$ cat config.mk
export PLATFORM = sky130hd
export DESIGN_NAME = write_back_stage
export DESIGN_NICKNAME = d
export VERILOG_FILES = /design/src/rtl/wb_pkg.sv /design/src/rtl/write_back_stage_op_decode.sv /design/src/rtl/write_back_stage.sv
export SDC_FILE = /design/constraint.sdc
export NUM_CORES = 1
export LEC_CHECK = 0
export ABC_AREA = 1
export CAP_MARGIN = 20
export CORE_MARGIN = 2
export CORE_UTILIZATION = 47
export DETAILED_ROUTE_END_ITERATION = 7
export PLACE_DENSITY_LB_ADDON = 0.08
export SYNTH_ARGS = -nofsm -noshare
export SYNTH_HDL_FRONTEND = slang
export SYNTH_SLANG_ARGS = --single-unit
export TNS_END_PERCENT = 100
$ cat constraint.sdc
create_clock -name clock -period 2 [get_ports clock]
set_input_delay 0.4 -clock clock [delete_from_list [all_inputs] [get_ports clock]]
set_output_delay 0.4 -clock clock [all_outputs]
set_load 0.02 [all_outputs]
$ cat src/rtl/wb_pkg.sv
// Shared definitions for the MIPS write-back stage:
// opcode values, link register number and FSM state encoding.
package wb_pkg;

  localparam logic [5:0] OP_RTYPE = 6'b000000;
  localparam logic [5:0] OP_ADDI  = 6'b001000;
  localparam logic [5:0] OP_SLTI  = 6'b001010;
  localparam logic [5:0] OP_ANDI  = 6'b001100;
  localparam logic [5:0] OP_ORI   = 6'b001101;
  localparam logic [5:0] OP_LW    = 6'b100011;
  localparam logic [5:0] OP_SW    = 6'b101011;
  localparam logic [5:0] OP_BEQ   = 6'b000100;
  localparam logic [5:0] OP_BNE   = 6'b000101;
  localparam logic [5:0] OP_J     = 6'b000010;
  localparam logic [5:0] OP_JAL   = 6'b000011;

  localparam logic [4:0] REG_RA = 5'd31;

  typedef enum logic {
    ST_IDLE     = 1'b0,
    ST_WAIT_MEM = 1'b1
  } wb_state_t;

endpackage

$ cat src/rtl/write_back_stage_op_decode.sv
// Combinational opcode decode for write-back: destination
// register, load/link flags and whether a real write happens.
module wb_op_decode
  import wb_pkg::*;
(
  input  logic [5:0] i_op,
  input  logic [4:0] i_rt,
  input  logic [4:0] i_rd,
  output logic [4:0] o_dest_reg,
  output logic       o_is_load,
  output logic       o_is_link,
  output logic       o_writes
);

  logic w_wr;

  always_comb begin
    o_dest_reg = '0;
    o_is_load  = 1'b0;
    o_is_link  = 1'b0;
    w_wr       = 1'b0;
    unique case (i_op)
      OP_RTYPE: begin
        o_dest_reg = i_rd;
        w_wr       = 1'b1;
      end
      OP_ADDI, OP_SLTI, OP_ANDI, OP_ORI: begin
        o_dest_reg = i_rt;
        w_wr       = 1'b1;
      end
      OP_LW: begin
        o_dest_reg = i_rt;
        o_is_load  = 1'b1;
        w_wr       = 1'b1;
      end
      OP_JAL: begin
        o_dest_reg = REG_RA;
        o_is_link  = 1'b1;
        w_wr       = 1'b1;
      end
      OP_SW, OP_BEQ, OP_BNE, OP_J: ;
      default: ;
    endcase
  end

  // r0 is hardwired zero, so it is never a real write target
  assign o_writes = w_wr && (o_dest_reg != 5'd0);

endmodule

$ cat src/rtl/write_back_stage.sv
// MIPS write-back stage: owns the register-file write port,
// waits for load data with a timeout and counts retirements.
module write_back_stage
  import wb_pkg::*;
#(
  parameter int MEM_TIMEOUT = 16,
  parameter int COUNT_W     = 32
) (
  input  logic               clock,
  input  logic               resetN,
  input  logic               inValid,
  output logic               inReady,
  input  logic [5:0]         opCode,
  input  logic [4:0]         rt,
  input  logic [4:0]         rd,
  input  logic [31:0]        aluResult,
  input  logic [31:0]        pcPlus4,
  input  logic [31:0]        memReadData,
  input  logic               memDataValid,
  output logic               regWrite,
  output logic [4:0]         writeReg,
  output logic [31:0]        writeData,
  output logic               memTimeout,
  output logic [COUNT_W-1:0] retireCount
);

  localparam int CNT_W =
    (MEM_TIMEOUT > 1) ? $clog2(MEM_TIMEOUT) : 1;
  localparam logic [CNT_W-1:0] LIMIT =
    CNT_W'(MEM_TIMEOUT - 1);

  wb_state_t          r_state;
  logic [4:0]         r_dest;
  logic [CNT_W-1:0]   r_cnt;
  logic               r_reg_write;
  logic [4:0]         r_write_reg;
  logic [31:0]        r_write_data;
  logic               r_timeout;
  logic [COUNT_W-1:0] r_retire;

  logic [4:0] w_dest;
  logic       w_is_load;
  logic       w_is_link;
  logic       w_writes;
  logic       w_xfer;

  wb_op_decode u_dec (
    .i_op       (opCode),
    .i_rt       (rt),
    .i_rd       (rd),
    .o_dest_reg (w_dest),
    .o_is_load  (w_is_load),
    .o_is_link  (w_is_link),
    .o_writes   (w_writes)
  );

  assign inReady = (r_state == ST_IDLE);
  assign w_xfer  = inValid && inReady;

  always_ff @(posedge clock or negedge resetN) begin
    if (!resetN) begin
      r_state      <= ST_IDLE;
      r_dest       <= '0;
      r_cnt        <= '0;
      r_reg_write  <= 1'b0;
      r_write_reg  <= '0;
      r_write_data <= '0;
      r_timeout    <= 1'b0;
      r_retire     <= '0;
    end else begin
      r_reg_write <= 1'b0;
      unique case (r_state)
        ST_IDLE: begin
          if (w_xfer && w_is_load) begin
            r_state <= ST_WAIT_MEM;
            r_dest  <= w_dest;
            r_cnt   <= '0;
          end else if (w_xfer) begin
            r_retire <= r_retire + COUNT_W'(1);
            if (w_writes) begin
              r_reg_write  <= 1'b1;
              r_write_reg  <= w_dest;
              r_write_data <= w_is_link ?
                pcPlus4 + 32'd4 : aluResult;
            end
          end
        end
        ST_WAIT_MEM: begin
          // data on the limit cycle takes priority over abort
          if (memDataValid) begin
            r_state  <= ST_IDLE;
            r_retire <= r_retire + COUNT_W'(1);
            if (r_dest != 5'd0) begin
              r_reg_write  <= 1'b1;
              r_write_reg  <= r_dest;
              r_write_data <= memReadData;
            end
          end else if (r_cnt == LIMIT) begin
            r_state   <= ST_IDLE;
            r_timeout <= 1'b1;
            r_retire  <= r_retire + COUNT_W'(1);
          end else begin
            r_cnt <= r_cnt + CNT_W'(1);
          end
        end
      endcase
    end
  end

  assign regWrite    = r_reg_write;
  assign writeReg    = r_write_reg;
  assign writeData   = r_write_data;
  assign memTimeout  = r_timeout;
  assign retireCount = r_retire;

endmodule
==> results of run 1 <==
-- cells in the mapped netlist (all sizes together) --
master  count  share of area
nand2     272           0.18
inv        63          0.041
nor4        5         0.0054
xor2       24          0.036
clkbuf     14         0.0091
nor2       87          0.063
a41o        1         0.0017
ha          3         0.0065
nand3b      5         0.0065
o21ai      45          0.040
dfrtp      81           0.35
nor3       26          0.027
nand4      22          0.027
nand3     129           0.13
a31oi       6         0.0065
buf        19          0.024
xnor2      16          0.024
o211ai      2         0.0026
a21oi      11         0.0095
clkinv      2         0.0013
or2         9         0.0097
-- final cells by class --
type / instances / area [sq um] / share of cell area
clock inverter: 4 / 70.07 / 0.007689
timing repair buffer: 291 / 2892 / 0.3173
inverter: 65 / 246.5 / 0.02705
clock buffer: 10 / 229.0 / 0.02513
multi-input combinational: 663 / 3465 / 0.3802
sequential: 81 / 2027 / 0.2224
tap: 147 / 183.9 / 0.02018
-- kinds of logic (layout without fill, tap and decap cells) --
kind of cell / after synthesis / in the layout / share of synthesized area
xor+xnor: 40 / 40 / 0.06053
buf+inv: 98 / 370 / 0.07501
simple gates: 555 / 555 / 0.4479
flops: 81 / 81 / 0.3502
fa+ha+maj: 3 / 3 / 0.006486
compound gates: 65 / 65 / 0.05988
-- where the power goes --
part	total (mW)	internal [mW]	switching (mW)
clock network	1.73	1.08	0.652
logic	2.50	1.24	1.26
registers	2.32	1.99	0.329
-- routing by layer --
layer	GRT usage	up-vias	share of wire
li1	-	3288	-
met1	0.3871	3115	0.42
met2	0.4741	330	0.48
met3	0.06062	49	0.073
met4	0.09157	0	0.028
met5	0	-	0
-- metrics by stage --
stage / area [sq um] / cells / hold WS (ns)
3_3_place_gp: 8422 / 1233 / 0.4558
6_report: 9112 / 1261 / 0.09135
4_1_cts: 8723 / 1247 / 0.1061
5_1_grt: 9112 / 1261 / 0.1166
2_1_floorplan: 5788 / 842 / 0.1044
3_5_place_dp: 8422 / 1233 / 0.4641
-- path summary, 6_finish.rpt --
path | from | endpoint | slack [ns] | cells after the start
min in group clock | memTimeout$_DFFE_PN0P_ | memTimeout$_DFFE_PN0P_ | 0.49 | 1
min reg2reg | memTimeout$_DFFE_PN0P_ | memTimeout$_DFFE_PN0P_ | 0.49 | 1
max | pcPlus4[2] | writeData[24]$_DFFE_PN0P_ | 0.08 | 14
max in group asynchronous | resetN | retireCount[30]$_DFFE_PN0P_ | 1.57 | 2
max reg2reg | retireCount[0]$_DFFE_PN0P_ | retireCount[24]$_DFFE_PN0P_ | 0.17 | 9
min | resetN | r_state$_DFF_PN0_ | 0.09 | 2
-- sequential cells by signal (all words and copies together), names as in the netlist --
| name | cells |
|---|---|
| memTimeout | 1 |
| retireCount | 32 |
| writeData | 32 |
| r_dest | 5 |
| regWrite | 1 |
| r_cnt | 4 |
| r_state | 1 |
| writeReg | 5 |
-- what timing repair did --
| item | 4_1_cts | 5_1_grt |
|---|---|---|
| setup buffers | 0 | 4 |
| gates resized for setup | 1 | 46 |
| pin swaps | 0 | 12 |
| endpoints found under the setup margin | 1 | 41 |
| gates cloned | 0 | 10 |
==> run metrics, run 1 <==
outcome complete, no violations; I/O pin count 188; clk sinks 81; Wirelength per Cell 16.27 um; Buf/Inv on CP 3; CP top delay family simple AND/OR/NAND/NOR gates; share of layout cells above drive strength 1 0.1822; RSZ-0062 raised after global routing yes; Area Overhead vs Synth 57.44%; commonest non-fill, non-tap cell in the layout nand2_1; chip width 115.0 um; Die Footprint 13220 sq um; startpoint types input port; max cap viols 0; Max transition margin 0.6988; Yosys reg bits 81; Nets 1230; period utilisation layout 0.9589; Filler cells 931; register area share after synthesis 0.3502; first-pass iteration count of the detailed router 5; gpl congestion 0.9440; Req. time, crit path 2.23 ns; Slew Limit Fails 0; DR vias/cell 5.378; synth warn 0; Leak 4.263 nW; syn nets 961; Synth Area per Inst 6.874 sq um; fmax 0.5215 GHz; cells after synthesis 842; Cell Area, Synth 5788 sq um; gr usage total 0.2900; Place WS -0.3697 ns; post-DP HPWL 14.39 mm; # setup viols final 0; most frequent CP cell nand2_1; pin count of the biggest net entering global routing 82; Final Critical Period 1.918 ns; Final Hold Viols 0; final worst slack 0.08228 ns; CTS tree built; gr ovfl total 0; die height 115.0 um; most frequent cells in the layout nand2_1, clkdlybuf4s50_1, nand3_1; CP max stage delay 0.49 ns; slew at the pin with the worst max-slew slack 0.4518 ns; Num CTS Buffers 9; Critical Path, Cell by Cell clkdlybuf4s50_1, ha_2, nand2_2, nor2_4, inv_1, nor2_2, buf_4, nand2_1, nand2_1, nand3_1, nand3_1, nand2_1, nand3_1, nand2_1; PwrDens 718.2 nW/um^2; antenna-violating nets left 0; Setup Crit Path Kind in2reg; Overall Power 6.545 mW; via count 6782; Rows 40; final clock skew 0.008189 ns; worst skew pair latency 0.34 ns; Core Region 12010 sq um; Util after Layout 0.7586; worst vdd ir 0.0004349 V; H-tree depth 3; hold buffers post-CTS 0; first-pass GRT wire length 30.02 mm; Starting DRT DRC Count 622; post-synthesis cell type count 36; Arr. time, crit path 2.15 ns; nature of the critical path endpoint register; Clk pin slew, worst setup/hold paths 0.06 ns; Post-Route WL 20.52 mm; IO Port Bufs 187; Max FO, Critical Path 4; Hold/Removal Path Class in2async; root buf cell clkbuf_16; DRC Markers 0; vias in the first global route 6177; antenna violations before repair 0; n_diodes 0; Clock Path Buffers 2; TNS Setup 0 ns; Initial Utilization 0.4819; CP max stage cell clkdlybuf4s50_1
No activity file was read; power rests on OpenSTA's default activity.
==> run 2, diff against run 1 <==
--- a/config.mk
+++ b/config.mk
@@ -7,7 +7,6 @@
 export LEC_CHECK = 0
 export ABC_AREA = 1
 export CAP_MARGIN = 20
-export CORE_MARGIN = 2
 export CORE_UTILIZATION = 47
 export DETAILED_ROUTE_END_ITERATION = 7
 export PLACE_DENSITY_LB_ADDON = 0.08
==> run metrics, run 2 (synthesis gave the netlist of run 1 again) <==
fmax 0.5249 GHz (+0.66%); antenna violations before repair 0 (unchanged); nature of the critical path endpoint register; Max transition margin 0.6047 (-0.09415); share of layout cells above drive strength 1 0.1839 (+0.001651); CP top delay family simple AND/OR/NAND/NOR gates; die height 113.0 um (-1.7%); Num CTS Buffers 9 (unchanged); Overall Power 6.518 mW (-0.42%); Die Footprint 12760 sq um (-3.4%); CP max stage delay 0.54 ns (+0.05 ns); Area Overhead vs Synth 55.34%; Final Critical Period 1.905 ns (-0.01258 ns); slew at the pin with the worst max-slew slack 0.5930 ns (+0.1412 ns); Comb pwr share 0.364 (-0.018); # setup viols final 0 (unchanged); final clock skew 0.01429 ns (+0.006097 ns); Filler cells 964 (+3.5%); DRC Markers 0 (unchanged); Max FO, Critical Path 3 (-1); Wirelength per Cell 15.51 um (-4.7%); gr ovfl total 0 (unchanged); switching power 2.218 mW (-0.90%); Core Region 12010 sq um (unchanged); Sw Share 0.3403 (-0.001673); n_diodes 0 (unchanged); gr usage total 0.3059 (+0.01581); Req. time, crit path 2.22 ns (about the same); worst vdd ir 0.0005093 V (+17%); Clock Path Buffers 2 (unchanged); period utilisation layout 0.9526 (-0.006292); Leak 4.217 nW (-1.1%); Buf/Inv on CP 1 (-2); Critical Path, Cell by Cell clkdlybuf4s50_1, nand2_1, nor2_1, nand2_2, nor2_1, xnor2_1, nand2_1, o21ai_0, o21ai_1, nand3_1, nand2_1; Setup Crit Path Kind in2reg; CP max stage cell clkdlybuf4s50_1; via count 6697 (-1.3%); chip width 113.0 um (-1.7%); vias in the first global route 6258 (+1.3%); hold buffers post-CTS 0 (unchanged); Nets 1218 (-0.98%); Clk pin slew, worst setup/hold paths 0.07 ns (about the same); commonest non-fill, non-tap cell in the layout nand2_1; startpoint types input port; Rows 40 (unchanged); Final Hold Viols 0 (unchanged); RSZ-0062 raised after global routing yes; first-pass iteration count of the detailed router 7 (+2); root buf cell clkbuf_16; pin count of the biggest net entering global routing 51 (-38%); most frequent CP cell nand2_1; antenna-violating nets left 0 (unchanged); IO Port Bufs 187 (unchanged); gpl congestion 0.9840 (+4.2%); most frequent cells in the layout nand2_1, clkdlybuf4s50_1, nand3_1; max cap viols 0 (unchanged); outcome complete, no violations; Initial Utilization 0.4819 (unchanged); TNS Setup 0 ns (unchanged); Seq pwr share 0.357 (+0.002); CTS tree built; DR vias/cell 5.353 (-0.46%); Clock power frac 0.278 (+0.014); Slew Limit Fails 0 (unchanged); Hold/Removal Path Class in2async; Hold WS 0.07367 ns (-0.01767 ns); worst skew pair latency 0.33 ns (about the same); first-pass GRT wire length 30.77 mm (+2.5%); I/O pin count 188 (unchanged); clk sinks 81 (unchanged); Arr. time, crit path 2.12 ns (-0.03 ns); H-tree depth 3 (unchanged); Post-Route WL 19.40 mm (-5.4%); PwrDens 724.9 nW/um^2 (+0.93%); post-DP HPWL 14.53 mm (+1.0%); Starting DRT DRC Count 570 (-8.4%); internal cell power 4.300 mW (-0.16%)
## run 2: cell count changes in the layout (fill, tap and decap cells not counted), sizes merged
cell,previous run,this run
buf,98,91
clkdlybuf4s50,178,176
clkbuf,17,12
dlymetal6s2s,8,10
clkinv,4,5
inv,63,64
## run 2: per-stage QoR
step / utilization / cell area [sq um] / setup slack, ns / instances
final: 0.7485 / 8991 / 0.09487 / 1251
after global routing: 0.7485 / 8991 / -0.05479 / 1251
after CTS: 0.7277 / 8741 / 0.01104 / 1246
after detailed placement: 0.6993 / 8399 / -0.3432 / 1230
after global placement: 0.6993 / 8399 / -0.3174 / 1230
after floorplan: - / 5788 / 0.2825 / 842
## run 2: power groups by stage
stage                     Combinational [mW]  Sequential, mW  Clock [mW]
after global routing                    2.55            2.36        1.90
after floorplan                        0.681            2.67           0
final                                   2.37            2.33        1.82
after global placement                  2.27            2.34           0
after detailed placement                2.30            2.35           0
after CTS                               2.33            2.33        1.84
## run 2: final cells by class
class	count	area, sq um	area share
Timing Repair Buffer	279	2724	0.3030
Tap cell	147	183.9	0.02046
Clock buffer	10	239.0	0.02658
Sequential cell	81	2027	0.2254
Inverter	65	244.0	0.02714
Multi-Input combinational cell	663	3482	0.3873
Clock inverter	6	91.34	0.01016
## run 2: worst paths after layout
| path | startpoint | to | slack, ns | depth (start not counted) |
|---|---|---|---|---|
| min in group clock | memTimeout$_DFFE_PN0P_ | memTimeout$_DFFE_PN0P_ | 0.48 | 1 |
| worst min-delay path | resetN | r_dest[4]$_DFFE_PN0P_ | 0.07 | 1 |
| worst min register to register | memTimeout$_DFFE_PN0P_ | memTimeout$_DFFE_PN0P_ | 0.48 | 1 |
| worst max register to register | r_cnt[0]$_DFFE_PN0P_ | retireCount[17]$_DFFE_PN0P_ | 0.17 | 9 |
| max in group asynchronous | resetN | writeData[12]$_DFFE_PN0P_ | 1.34 | 2 |
| worst max-delay path | pcPlus4[6] | writeData[12]$_DFFE_PN0P_ | 0.09 | 11 |
## run 2: what timing repair did
action / 4_1_cts / 5_1_grt
buffers inserted: 0 / 2
cloned: 0 / 3
resized for setup: 4 / 54
pin swaps: 2 / 11
setup endpoints to repair: 3 / 38
## run 2: metal layers
layer	routed length [um]	global-route usage	part of all wire	vias up
met5	0	0	0	-
met4	403	0.08947	0.021	0
met3	1180	0.03321	0.061	36
met2	9662	0.5288	0.50	271
met1	8154	0.4057	0.42	3128
li1	-	-	-	3262
